===== config.mk =====
export PLATFORM = sky130hd
export DESIGN_NAME = pool_window_buffer_flat
export DESIGN_NICKNAME = d
export VERILOG_FILES = /design/src/rtl/pool_window_buffer_if.sv /design/src/rtl/pool_window_buffer.sv /design/src/flat_wrapper.sv
export SDC_FILE = /design/constraint.sdc
export NUM_CORES = 1
export LEC_CHECK = 0
export ABC_AREA = 0
export CAP_MARGIN = 40
export CORE_ASPECT_RATIO = 0.5
export CORE_MARGIN = 4
export CORE_UTILIZATION = 35
export CTS_CLUSTER_DIAMETER = 120
export DETAILED_ROUTE_END_ITERATION = 7
export HOLD_SLACK_MARGIN = 0.05
export PLACE_DENSITY = 0.6
export RECOVER_POWER = 50
export SYNTH_ARGS = -nofsm -noshare
export SYNTH_HDL_FRONTEND = slang
export SYNTH_SLANG_ARGS = --single-unit

===== constraint.sdc =====
create_clock -name clk -period 2.6 [get_ports clk]
set_input_delay 0.26 -clock clk [delete_from_list [all_inputs] [get_ports clk]]
set_output_delay 0.26 -clock clk [all_outputs]
set_load 0.01 [all_outputs]

===== src/rtl/pool_window_buffer_if.sv =====
// pool_window_buffer_if
//   Groups the pixel input stream, the 2x2 window output stream and the
//   end-of-frame pulse of pool_window_buffer into one bundle.
//   Ports (slave = the window buffer, master = the upstream/downstream side):
//     in_valid, pixel_in   : raster-scan pixel offered by upstream
//     in_ready             : buffer accepts pixel_in this cycle
//     out_valid, out1..out4: 2x2 window (TL, TR, BL, BR) offered downstream
//     out_ready            : downstream consumes the window
//     frame_done           : one-cycle pulse after the last window of a frame
interface pool_window_buffer_if #(
  parameter int DATA_WIDTH = 8
);
  logic                  in_valid;
  logic                  in_ready;
  logic [DATA_WIDTH-1:0] pixel_in;
  logic                  out_valid;
  logic                  out_ready;
  logic [DATA_WIDTH-1:0] out1;
  logic [DATA_WIDTH-1:0] out2;
  logic [DATA_WIDTH-1:0] out3;
  logic [DATA_WIDTH-1:0] out4;
  logic                  frame_done;

  modport slave (
    input  in_valid, pixel_in, out_ready,
    output in_ready, out_valid, out1, out2, out3, out4, frame_done
  );

  modport master (
    output in_valid, pixel_in, out_ready,
    input  in_ready, out_valid, out1, out2, out3, out4, frame_done
  );
endinterface


===== src/rtl/pool_window_buffer.sv =====
// pool_window_buffer
//   Collects a raster-scan feature map into non-overlapping 2x2 windows
//   (stride 2) for a downstream pooling stage. Even rows are stored in a
//   one-row line buffer; odd rows pair up with it to form windows. Pixel data
//   passes through bit-exact.
//   Ports:
//     clk    : rising-edge clock
//     rst_n  : asynchronous active-low reset
//     clear  : synchronous frame restart (drops a simultaneous pixel)
//     bus    : pool_window_buffer_if slave (pixel in, window out, frame_done)
module pool_window_buffer #(
  parameter int DATA_WIDTH = 8,
  parameter int IMG_WIDTH  = 28,
  parameter int IMG_HEIGHT = 28
) (
  input  logic                  clk,
  input  logic                  rst_n,
  input  logic                  clear,
  pool_window_buffer_if.slave   bus
);

  localparam int COL_W = (IMG_WIDTH  > 2) ? $clog2(IMG_WIDTH)  : 1;
  localparam int ROW_W = (IMG_HEIGHT > 2) ? $clog2(IMG_HEIGHT) : 1;
  localparam logic [COL_W-1:0] COL_LAST = COL_W'(IMG_WIDTH - 1);
  localparam logic [ROW_W-1:0] ROW_LAST = ROW_W'(IMG_HEIGHT - 1);

  typedef enum logic {
    FILL,
    PAIR
  } state_e;

  state_e                state_q, state_d;
  logic [COL_W-1:0]      col_q, col_d;
  logic [ROW_W-1:0]      row_q, row_d;
  logic [DATA_WIDTH-1:0] top_left_q, top_left_d;
  logic [DATA_WIDTH-1:0] bot_left_q, bot_left_d;
  logic [DATA_WIDTH-1:0] out1_q, out1_d;
  logic [DATA_WIDTH-1:0] out2_q, out2_d;
  logic [DATA_WIDTH-1:0] out3_q, out3_d;
  logic [DATA_WIDTH-1:0] out4_q, out4_d;
  logic                  out_valid_q, out_valid_d;
  logic                  last_win_q, last_win_d;
  logic                  frame_done_q, frame_done_d;

  // Line buffer has no reset: every entry is rewritten in FILL before PAIR reads it.
  logic [DATA_WIDTH-1:0] line_buf_q [IMG_WIDTH];
  logic                  lb_we;

  logic in_ready;
  logic accept;

  // A held window blocks input so that a new window can never overwrite one
  // that downstream has not taken yet.
  assign in_ready = !out_valid_q || bus.out_ready;
  assign accept   = bus.in_valid && in_ready;

  assign bus.in_ready   = in_ready;
  assign bus.out_valid  = out_valid_q;
  assign bus.out1       = out1_q;
  assign bus.out2       = out2_q;
  assign bus.out3       = out3_q;
  assign bus.out4       = out4_q;
  assign bus.frame_done = frame_done_q;

  // Next-state logic: counters, FILL/PAIR sequencing and window assembly.
  always_comb begin
    state_d      = state_q;
    col_d        = col_q;
    row_d        = row_q;
    top_left_d   = top_left_q;
    bot_left_d   = bot_left_q;
    out1_d       = out1_q;
    out2_d       = out2_q;
    out3_d       = out3_q;
    out4_d       = out4_q;
    out_valid_d  = out_valid_q;
    last_win_d   = last_win_q;
    frame_done_d = 1'b0;
    lb_we        = 1'b0;

    if (clear) begin
      state_d     = FILL;
      col_d       = '0;
      row_d       = '0;
      out_valid_d = 1'b0;
    end else begin
      frame_done_d = out_valid_q && bus.out_ready && last_win_q;

      if (out_valid_q && bus.out_ready) begin
        out_valid_d = 1'b0;
      end

      if (accept) begin
        if (col_q == COL_LAST) begin
          col_d   = '0;
          row_d   = (row_q == ROW_LAST) ? '0 : row_q + 1'b1;
          state_d = (state_q == FILL) ? PAIR : FILL;
        end else begin
          col_d = col_q + 1'b1;
        end

        case (state_q)
          FILL: begin
            lb_we = 1'b1;
          end
          PAIR: begin
            if (!col_q[0]) begin
              // Left column of the window: park both left pixels.
              bot_left_d = bus.pixel_in;
              top_left_d = line_buf_q[col_q];
            end else begin
              // Right column completes the window; a same-edge load keeps out_valid high.
              out1_d      = top_left_q;
              out2_d      = line_buf_q[col_q];
              out3_d      = bot_left_q;
              out4_d      = bus.pixel_in;
              out_valid_d = 1'b1;
              last_win_d  = (row_q == ROW_LAST) && (col_q == COL_LAST);
            end
          end
          default: begin
            state_d = FILL;
          end
        endcase
      end
    end
  end

  // State and output registers.
  always_ff @(posedge clk or negedge rst_n) begin
    if (!rst_n) begin
      state_q      <= FILL;
      col_q        <= '0;
      row_q        <= '0;
      top_left_q   <= '0;
      bot_left_q   <= '0;
      out1_q       <= '0;
      out2_q       <= '0;
      out3_q       <= '0;
      out4_q       <= '0;
      out_valid_q  <= 1'b0;
      last_win_q   <= 1'b0;
      frame_done_q <= 1'b0;
    end else begin
      state_q      <= state_d;
      col_q        <= col_d;
      row_q        <= row_d;
      top_left_q   <= top_left_d;
      bot_left_q   <= bot_left_d;
      out1_q       <= out1_d;
      out2_q       <= out2_d;
      out3_q       <= out3_d;
      out4_q       <= out4_d;
      out_valid_q  <= out_valid_d;
      last_win_q   <= last_win_d;
      frame_done_q <= frame_done_d;
    end
  end

  // Even-row storage.
  always_ff @(posedge clk) begin
    if (lb_we) begin
      line_buf_q[col_q] <= bus.pixel_in;
    end
  end

endmodule


===== src/flat_wrapper.sv =====
// flat-port wrapper written by rule: the top's interface ports become plain ports
module pool_window_buffer_flat 
#(
  parameter int DATA_WIDTH = 8,
  parameter int IMG_WIDTH  = 28,
  parameter int IMG_HEIGHT = 28
)
  (clk, rst_n, clear, bus_in_valid, bus_pixel_in, bus_out_ready, bus_in_ready, bus_out_valid, bus_out1, bus_out2, bus_out3, bus_out4, bus_frame_done);
  pool_window_buffer_if #(.DATA_WIDTH(DATA_WIDTH)) bus_i ();
  input  logic clk;
  input  logic rst_n;
  input  logic clear;
  input wire logic [$bits(bus_i.in_valid)-1:0] bus_in_valid;
  input wire logic [$bits(bus_i.pixel_in)-1:0] bus_pixel_in;
  input wire logic [$bits(bus_i.out_ready)-1:0] bus_out_ready;
  output wire logic [$bits(bus_i.in_ready)-1:0] bus_in_ready;
  output wire logic [$bits(bus_i.out_valid)-1:0] bus_out_valid;
  output wire logic [$bits(bus_i.out1)-1:0] bus_out1;
  output wire logic [$bits(bus_i.out2)-1:0] bus_out2;
  output wire logic [$bits(bus_i.out3)-1:0] bus_out3;
  output wire logic [$bits(bus_i.out4)-1:0] bus_out4;
  output wire logic [$bits(bus_i.frame_done)-1:0] bus_frame_done;
  assign bus_i.in_valid = bus_in_valid;
  assign bus_i.pixel_in = bus_pixel_in;
  assign bus_i.out_ready = bus_out_ready;
  assign bus_in_ready = bus_i.in_ready;
  assign bus_out_valid = bus_i.out_valid;
  assign bus_out1 = bus_i.out1;
  assign bus_out2 = bus_i.out2;
  assign bus_out3 = bus_i.out3;
  assign bus_out4 = bus_i.out4;
  assign bus_frame_done = bus_i.frame_done;
  pool_window_buffer #(.DATA_WIDTH(DATA_WIDTH), .IMG_WIDTH(IMG_WIDTH), .IMG_HEIGHT(IMG_HEIGHT)) u_core (.clk(clk), .rst_n(rst_n), .clear(clear), .bus(bus_i));
endmodule

==> results of run 1 <==
==> area by class of cell <==
type,instances,area [sq um],area share (%)
clock buffers,43,850,6.28
clock inverters,9,50.0,0.370
inverters,8,30.0,0.222
multi-input cells,360,2900,21.4
flip-flops and latches,286,8280,61.2
well taps,432,541,3.99
repair buffers,102,890,6.57
==> metal layers <==
metal  GRT usage, %  vias up  part of all wire (%)
met3           2.39       31                   4.9
met1           20.1     3264                    46
met2           23.7      150                    47
met5              0        -                     0
met4           3.08        0                   1.8
li1               -     2877                     -
==> metrics by stage <==
step	instance area [sq um]	instances	hold slack [ns]	util, %
2_1_floorplan	11500	693	-0.0356	-
3_3_place_gp	12700	1186	0.326	39.7
3_5_place_dp	12700	1187	0.327	39.8
4_1_cts	13600	1240	0.292	42.6
5_1_grt	13500	1240	0.389	42.4
6_report	13500	1240	0.386	42.4
==> power groups by stage <==
stage | Sequential [W] | Clock (W) | Combinational (W)
after detailed placement | 0.00508 | 0 | 0.000444
final | 0.00498 | 0.00391 | 0.000428
after floorplan | 0.00508 | 0 | 0.000227
after global routing | 0.00498 | 0.00419 | 0.000463
after CTS | 0.00498 | 0.00399 | 0.000446
after global placement | 0.00508 | 0 | 0.000434
==> cells in the mapped netlist, drive strengths merged, types with 3 or more instances <==
master and instances:
edfxtp 224, mux2i 63, dfrtp 62, nand2 55
nor2 49, buf 25, mux4 25, mux2 24
a22oi 16, a41oi 14, clkbuf 14, o21ai 14
o22ai 14, nand3 13, a21oi 11, a31o 7
inv 7, nor2b 7, ha 6, or3 6
and4b 4, nor3 4, nand4 3, or4b 3
==> state kept, by name, indices dropped and copies added, names as in the netlist, 5 cells and up <==
signal	flops
u_core.bot_left_q	8
u_core.bus.out1	8
u_core.bus.out2	8
u_core.bus.out3	8
u_core.bus.out4	8
u_core.col_q	5
u_core.line_buf_q	224
u_core.row_q	5
u_core.top_left_q	8
==> cell usage in the layout (no fill, tap or decap), drive strengths merged, types with 4 or more instances in the layout <==
| cell | n |
|---|---|
| edfxtp | 224 |
| mux2i | 63 |
| dfrtp | 62 |
| nand2 | 55 |
| clkbuf | 55 |
| nor2 | 49 |
| buf | 43 |
| clkdlybuf4s50 | 35 |
| mux4 | 25 |
| mux2 | 24 |
| a22oi | 16 |
| o22ai | 14 |
| a41oi | 14 |
| o21ai | 14 |
| nand3 | 13 |
| dlygate4sd3 | 12 |
| a21oi | 11 |
| clkinv | 9 |
| inv | 8 |
| a31o | 7 |
| nor2b | 7 |
| or3 | 6 |
| ha | 6 |
| nor3 | 4 |
| and4b | 4 |
==> kinds of logic (layout without fill, tap and decap cells) <==
group           after synthesis  after routing
xor+xnor                      1              1
buf+inv                      47            162
compound gates               82             82
fa+ha+maj                     6              6
mux                         112            112
simple gates                159            159
flops                       286            286
==> worst max-delay path, delay by kind of cell <==
| family | cells | cell delay (ns) |
|---|---|---|
| muxes | 1 | 0.42 |
| buffers and inverters | 3 | 1.61 |
| and+or+nand+nor | 1 | 0.41 |
==> what timing repair did <==
action / in CTS / in global routing
endpoints found under the setup margin: 0 / 1
hold buffers: 1 / 0
gates resized for setup: 0 / 1
hold endpoints to repair: 27 / 0
==> worst min-delay path by stage <==
stage	startpoint	to	slack, ns	cells after the start
after floorplan	rst_n	u_core.bot_left_q[0]	-0.04	0
after global placement	rst_n	u_core.bus.out4[7]	0.33	1
after detailed placement	rst_n	u_core.bus.out3[2]	0.33	1
after CTS	rst_n	u_core.row_q[4]	0.29	2
after global routing	bus_out_ready	u_core.bus.frame_done	0.39	2
final	bus_out_ready	u_core.bus.frame_done	0.39	2
==> impl_results.md, run 1 <==
* Status: finished, violations left
* Failing checks: capacitance limit, slew limit
* Worst setup SP type: input port
* Reg-to-reg startpoint: u_core.col_q[0]
* Die height at 136 microns
* Ys async rst share at a little over a fifth
* Post-synthesis xor/xnor area fraction at 0.0765%
* FF-to-FF path depth at 5
* Initial antenna violation count at 0
* Clk Latency, worst-skew pair at 0.54 ns
* Comb pwr share at 4.6%
* Mapped Avg Cell Area at about 17 sq um
* Fillcell total at 2,855
* VDD IR max at 0.461 mV
* Routed len/inst at 20.7 microns
* Post-synthesis adder-cell area fraction at 0.655%
* Cell Pwr Density at 689 nW/um^2
* Crit. End Element: flip-flop
* Clk buf depth at 3
* Rows at 46
* # IOs at between 40 and 50
* Hold Violations, Final at 0
* Switch Pwr at 0.00194 W
* Hold Crit Class: in -> reg
* Register area share after synthesis at 72.3%
* Number of max-cap violations at 4
* Final setup vio count at 0
* Final global-route overflow total at 0
* CTS sink cnt at 286
* CTS H-Tree Depth at 1
* GRT Util Overall at between 10% and 20%
* CTS root buffer: clkbuf_16
* Port Buffers at between 40 and 50
* Mapped Nets at 712
* Post-synth EDFFs at 224
* First-iteration detailed-routing DRC count at 477
* Tot Pwr at approximately 0.0093 W
* Crit path capture: u_core.bus.out3[1]
* Critical path, cell by cell: dlygate4sd3_1 > clkbuf_1 > nor4b_1 > clkbuf_2 > mux2_2
* Area leader, netlist: edfxtp_1
* Clk slew on worst S/H paths at ~0.06 ns
* Vias at 6,322
* Slew @ Worst Pin at about 1.6 ns
* Largest family of logic cells by synthesized area: multiplexers
* Layout cell share with drive strength beyond 1 at 16.5%
* Top_reg_cell synth: edfxtp_1
* RSZ-0062 raised after global routing: no
* Starting Density at 35.9%
* Place WS at 0.162 ns
* Critical path class: in -> reg
* Rel. slew slack at -5.45%
* Clock skew at 0.0144 ns
* Leak Pwr at 4.66 nW
* Total CTS buffers at 28
* Area grow syn2layout at 18.2%
* WL final at 25,700 microns
* Worst path arrival time at 2.71 ns
* Final worst setup slack at 0.303 ns
* Pin count of the biggest net entering global routing at 36
* Ys Warns at 0
* Final net count at 805
* Setup TNS at 0 ns
* Final RePlAce weighted congestion at 0.803
* Max FO, Critical Path at 32
* CTS tree: yes
* Post-Synth Simple-Gate Area at about 7%
* Synth Area in Compound Gates at 4.97%
* Post-Syn Area at 11,500 sq um
* First-pass GRT wire length at a little under 40,000 microns
* Slowest CP cell: clkbuf_2
* Synth top area share at 58.7%
* Fmax at 435 MHz
* Core area at 31,900 sq um
* Final cycle utilization of the critical path at between 80% and 90%
* Post-DRT Antenna Nets at 0
* Synth Register Bits at 286
* Sw frac at 20.8%
* Int Pwr at between 0.007 and 0.008 W
* Synth top area cells: edfxtp_1, dfrtp_1, mux2i_1, mux4_2, nand2_1
* Sequential power share at between 50% and 60%
* Residual DRC count at 0
* ANT cells at 0
* CP Launch Point: clear
* Final Slew Violations at about 120
* Critical Path RT at about 3 ns
* DIE AREA at approximately 36,000 sq um
* Crit path largest cell delay at 0.71 ns
* Clock power share at 41.9%
* First-pass DRT Iterations at 4
* HPWL after DPL at between 15,000 and 20,000 microns
* Cells after synthesis at just under 700
* Final min period at 2.30 ns
* Post-synthesis mux area share at about an eighth
* Vias per inst at between 5 and 6
* Netlist cell types at 50
* Post-CTS setup buffer count at 0
* Worst reg2reg setup slack at 0.40 ns
* Vias in the first global route at 6,555
* R2R Path End: u_core.bus.out2[4]
* Die width at 264 microns
Note: power is estimated with default switching activity, not from simulation.
==> run 2, diff against run 1 <==
CORE_UTILIZATION = 55   (was 35)
PLACE_DENSITY = 0.82   (was 0.6)
==> impl_results.md, run 2 (synthesis results as in run 1) <==
* Setup TNS at 0 ns (unchanged)
* Post-DRT Antenna Nets at 0 (unchanged)
* Clk Latency, worst-skew pair at 0.52 ns (was 0.54 ns)
* Max FO, Critical Path at 14 (was 32)
* Rows at 36 (was 46)
* Multi-input gate area at 2910 sq um (was 2900 sq um)
* Hold WS at 0.391 ns (was 0.386 ns)
* Starting Density at 57.4% (was 35.9%)
* Register Area at 8280 sq um (unchanged)
* Clk slew on worst S/H paths at 0.07 ns (was 0.06 ns)
* GR peak layer: met2 (unchanged)
* Most frequent cells in the layout: edfxtp_1, mux2i_1, dfrtp_1, nand2_1, nor2_1 (unchanged)
* Max reg flops at 224 (unchanged)
* WL final at 24,400 microns (was 25,700 microns)
* Status: finished, violations left (unchanged)
* Slew @ Worst Pin at 1.64 ns (was 1.58 ns)
* Worst setup SP type: flip-flop (was input port)
* Final setup vio count at 0 (unchanged)
* Top delay family on crit path: compound AO/OA/AOI/OAI gates (was buffers and inverters)
* Met1 global-route usage at 30.0% (was 20.1%)
* Fmax at 417 MHz (was 435 MHz)
* Residual DRC count at 0 (unchanged)
* Vias per inst at 6.16 (was 5.10)
* Final cycle utilization of the critical path at 92.2% (was 88.3%)
* Util after Layout at 66.0% (was 42.4%)
* Final global-route overflow total at 0 (unchanged)
* Hold Violations, Final at 0 (unchanged)
* Final Slew Violations at 93 (was 121)
* Pin count of the biggest net entering global routing at 63 (was 36)
* Rel. slew slack at -9.37% (was -5.45%)
* Cell Pwr Density at 675 nW/um^2 (was 689 nW/um^2)
* Clock skew at 0.0131 ns (was 0.0144 ns)
* Critical path class: reg -> reg (was in -> reg)
* Vias in the first global route at 6,559 (was 6,555)
* VDD IR max at 0.442 mV (was 0.461 mV)
* Vias at 6,576 (was 6,322)
* # hold bufs at CTS at 1 (unchanged)
* RSZ-0062 raised after global routing: no (unchanged)
* CTS tree: yes (unchanged)
* Fillcell total at 1,289 (was 2,855)
* PostCTS Resize Cnt at 0 (unchanged)
* # IOs at 48 (unchanged)
* First-iteration detailed-routing DRC count at 679 (was 477)
* Failing checks: capacitance limit, slew limit (unchanged)
* Final min period at 2.40 ns (was 2.30 ns)
* First-pass DRT Iterations at 5 (was 4)
* Crit. End Element: flip-flop (unchanged)
* Routed len/inst at 22.9 microns (was 20.7 microns)
* Clk buf depth at 3 (unchanged)
* GR Util met2 at 34.7% (was 23.7%)
* Most flop-heavy register: u_core.line_buf_q (unchanged)
* GRT Util Overall at 21.2% (was 14.3%)
* Crit path largest cell delay at 0.65 ns (was 0.71 ns)
* Most common cell after layout, fill and taps aside: edfxtp_1 (unchanged)
* Die width at 212 microns (was 264 microns)
* Leak Pwr at 4.62 nW (was 4.66 nW)
* Hold Crit Class: in -> reg (unchanged)
* First-pass GRT wire length at 37,500 microns (was 39,700 microns)
* Final RePlAce weighted congestion at 0.868 (was 0.803)
* GR Util met3 at 3.68% (was 2.39%)
* DIE AREA at 23,300 sq um (was 35,900 sq um)
* Die height at 110 microns (was 136 microns)
* Tot Pwr at 0.00889 W (was 0.00932 W)
* Total CTS buffers at 24 (was 28)
* Post-CTS setup buffer count at 0 (unchanged)
* Core area at 20,000 sq um (was 31,900 sq um)
* Critical path, cell by cell: buf_4 > mux4_2 > o21ai_0 > a31o_2 > a41oi_1 (was dlygate4sd3_1 > clkbuf_1 > nor4b_1 > clkbuf_2 > mux2_2)
* Critical Path RT at 2.95 ns (was 3.01 ns)
* CTS H-Tree Depth at 1 (unchanged)
* Slowest CP cell: dfrtp_1 (was clkbuf_2)
* Layout cell share with drive strength beyond 1 at 15.7% (was 16.5%)
* Worst path arrival time at 2.74 ns (was 2.71 ns)
* ANT cells at 0 (unchanged)
* WP buf/inv at 1 (was 3)
* HPWL after DPL at 15,500 microns (was 17,000 microns)
* Area grow syn2layout at 15.0% (was 18.2%)
* Final net count at 802 (was 805)
* Number of max-cap violations at 3 (was 4)
* CTS sink cnt at 286 (unchanged)
* Initial antenna violation count at 0 (unchanged)
* Port Buffers at 47 (unchanged)
* CTS root buffer: clkbuf_16 (unchanged)
## run 2: cell count changes in the layout (fill, tap and decap cells not counted), sizes merged
cell           previous run  this run
dlygate4sd3              12        23
clkbuf                   55        41
clkinv                    9        13
bufinv                    0         2
clkdlybuf4s50            35        24
inv                       8         7
clkinvlp                  0         2
## run 2: report_power, final
group	total [W]	switching (W)	internal (W)
clock network	0.00349	0.00154	0.00195
registers	0.00499	0.0000267	0.00496
logic	0.000410	0.000256	0.000154
total	0.00889	0.00182	0.00707
## run 2: path summary, 6_finish.rpt
| check | from | to | slack [ns] | depth (start not counted) |
|---|---|---|---|---|
| setup / recovery | u_core.col_q[0] | u_core.top_left_q[6] | 0.20 | 5 |
| hold reg to reg | u_core.bot_left_q[6] | u_core.bot_left_q[6] | 0.48 | 2 |
| hold / removal | bus_out_ready | u_core.bus.frame_done | 0.39 | 2 |
| setup reg to reg | u_core.col_q[0] | u_core.top_left_q[6] | 0.20 | 5 |
| max in group asynchronous | rst_n | u_core.col_q[1] | 0.78 | 3 |
| min in group asynchronous | rst_n | u_core.row_q[3] | 0.77 | 3 |
## run 2: cell type report
type / count / area share, %
sequential: 286 / 62.9
multi-input combinational: 360 / 22.1
timing repair buffer: 103 / 6.50
clock buffer: 28 / 4.84
tap: 266 / 2.53
clock inverter: 16 / 0.959
inverter: 8 / 0.228
## run 2: worst reg2reg max path: cells and delay by family (launching register included)
family | cells | cell delay (ns)
AO/OA/AOI/OAI | 3 | 0.69
buffers and inverters | 1 | 0.35
multiplexers | 1 | 0.53
flip-flops | 1 | 0.65
## run 2: through the flow
| step | worst slack, ns | cell area, sq um | std cells |
|---|---|---|---|
| global route | 0.152 | 13200 | 1067 |
| finish | 0.202 | 13200 | 1067 |
| global placement | 0.198 | 12400 | 1021 |
| floorplan | 0.235 | 11500 | 693 |
| CTS | 0.229 | 13200 | 1067 |
| detailed placement | 0.134 | 12500 | 1022 |
## run 2: routing by layer
layer,up-vias,wire length (microns),part of all wire (%)
li1,2872,-,-
met5,-,0,0
met4,0,604,2.5
met3,50,1880,7.7
met2,280,11500,47
met1,3374,10400,42
==> run 3, diff against run 2 <==
SLEW_MARGIN = 5   (was not set)
==> results of run 3 <==
The final DEF is identical to that of run 2; final timing and power are the same.
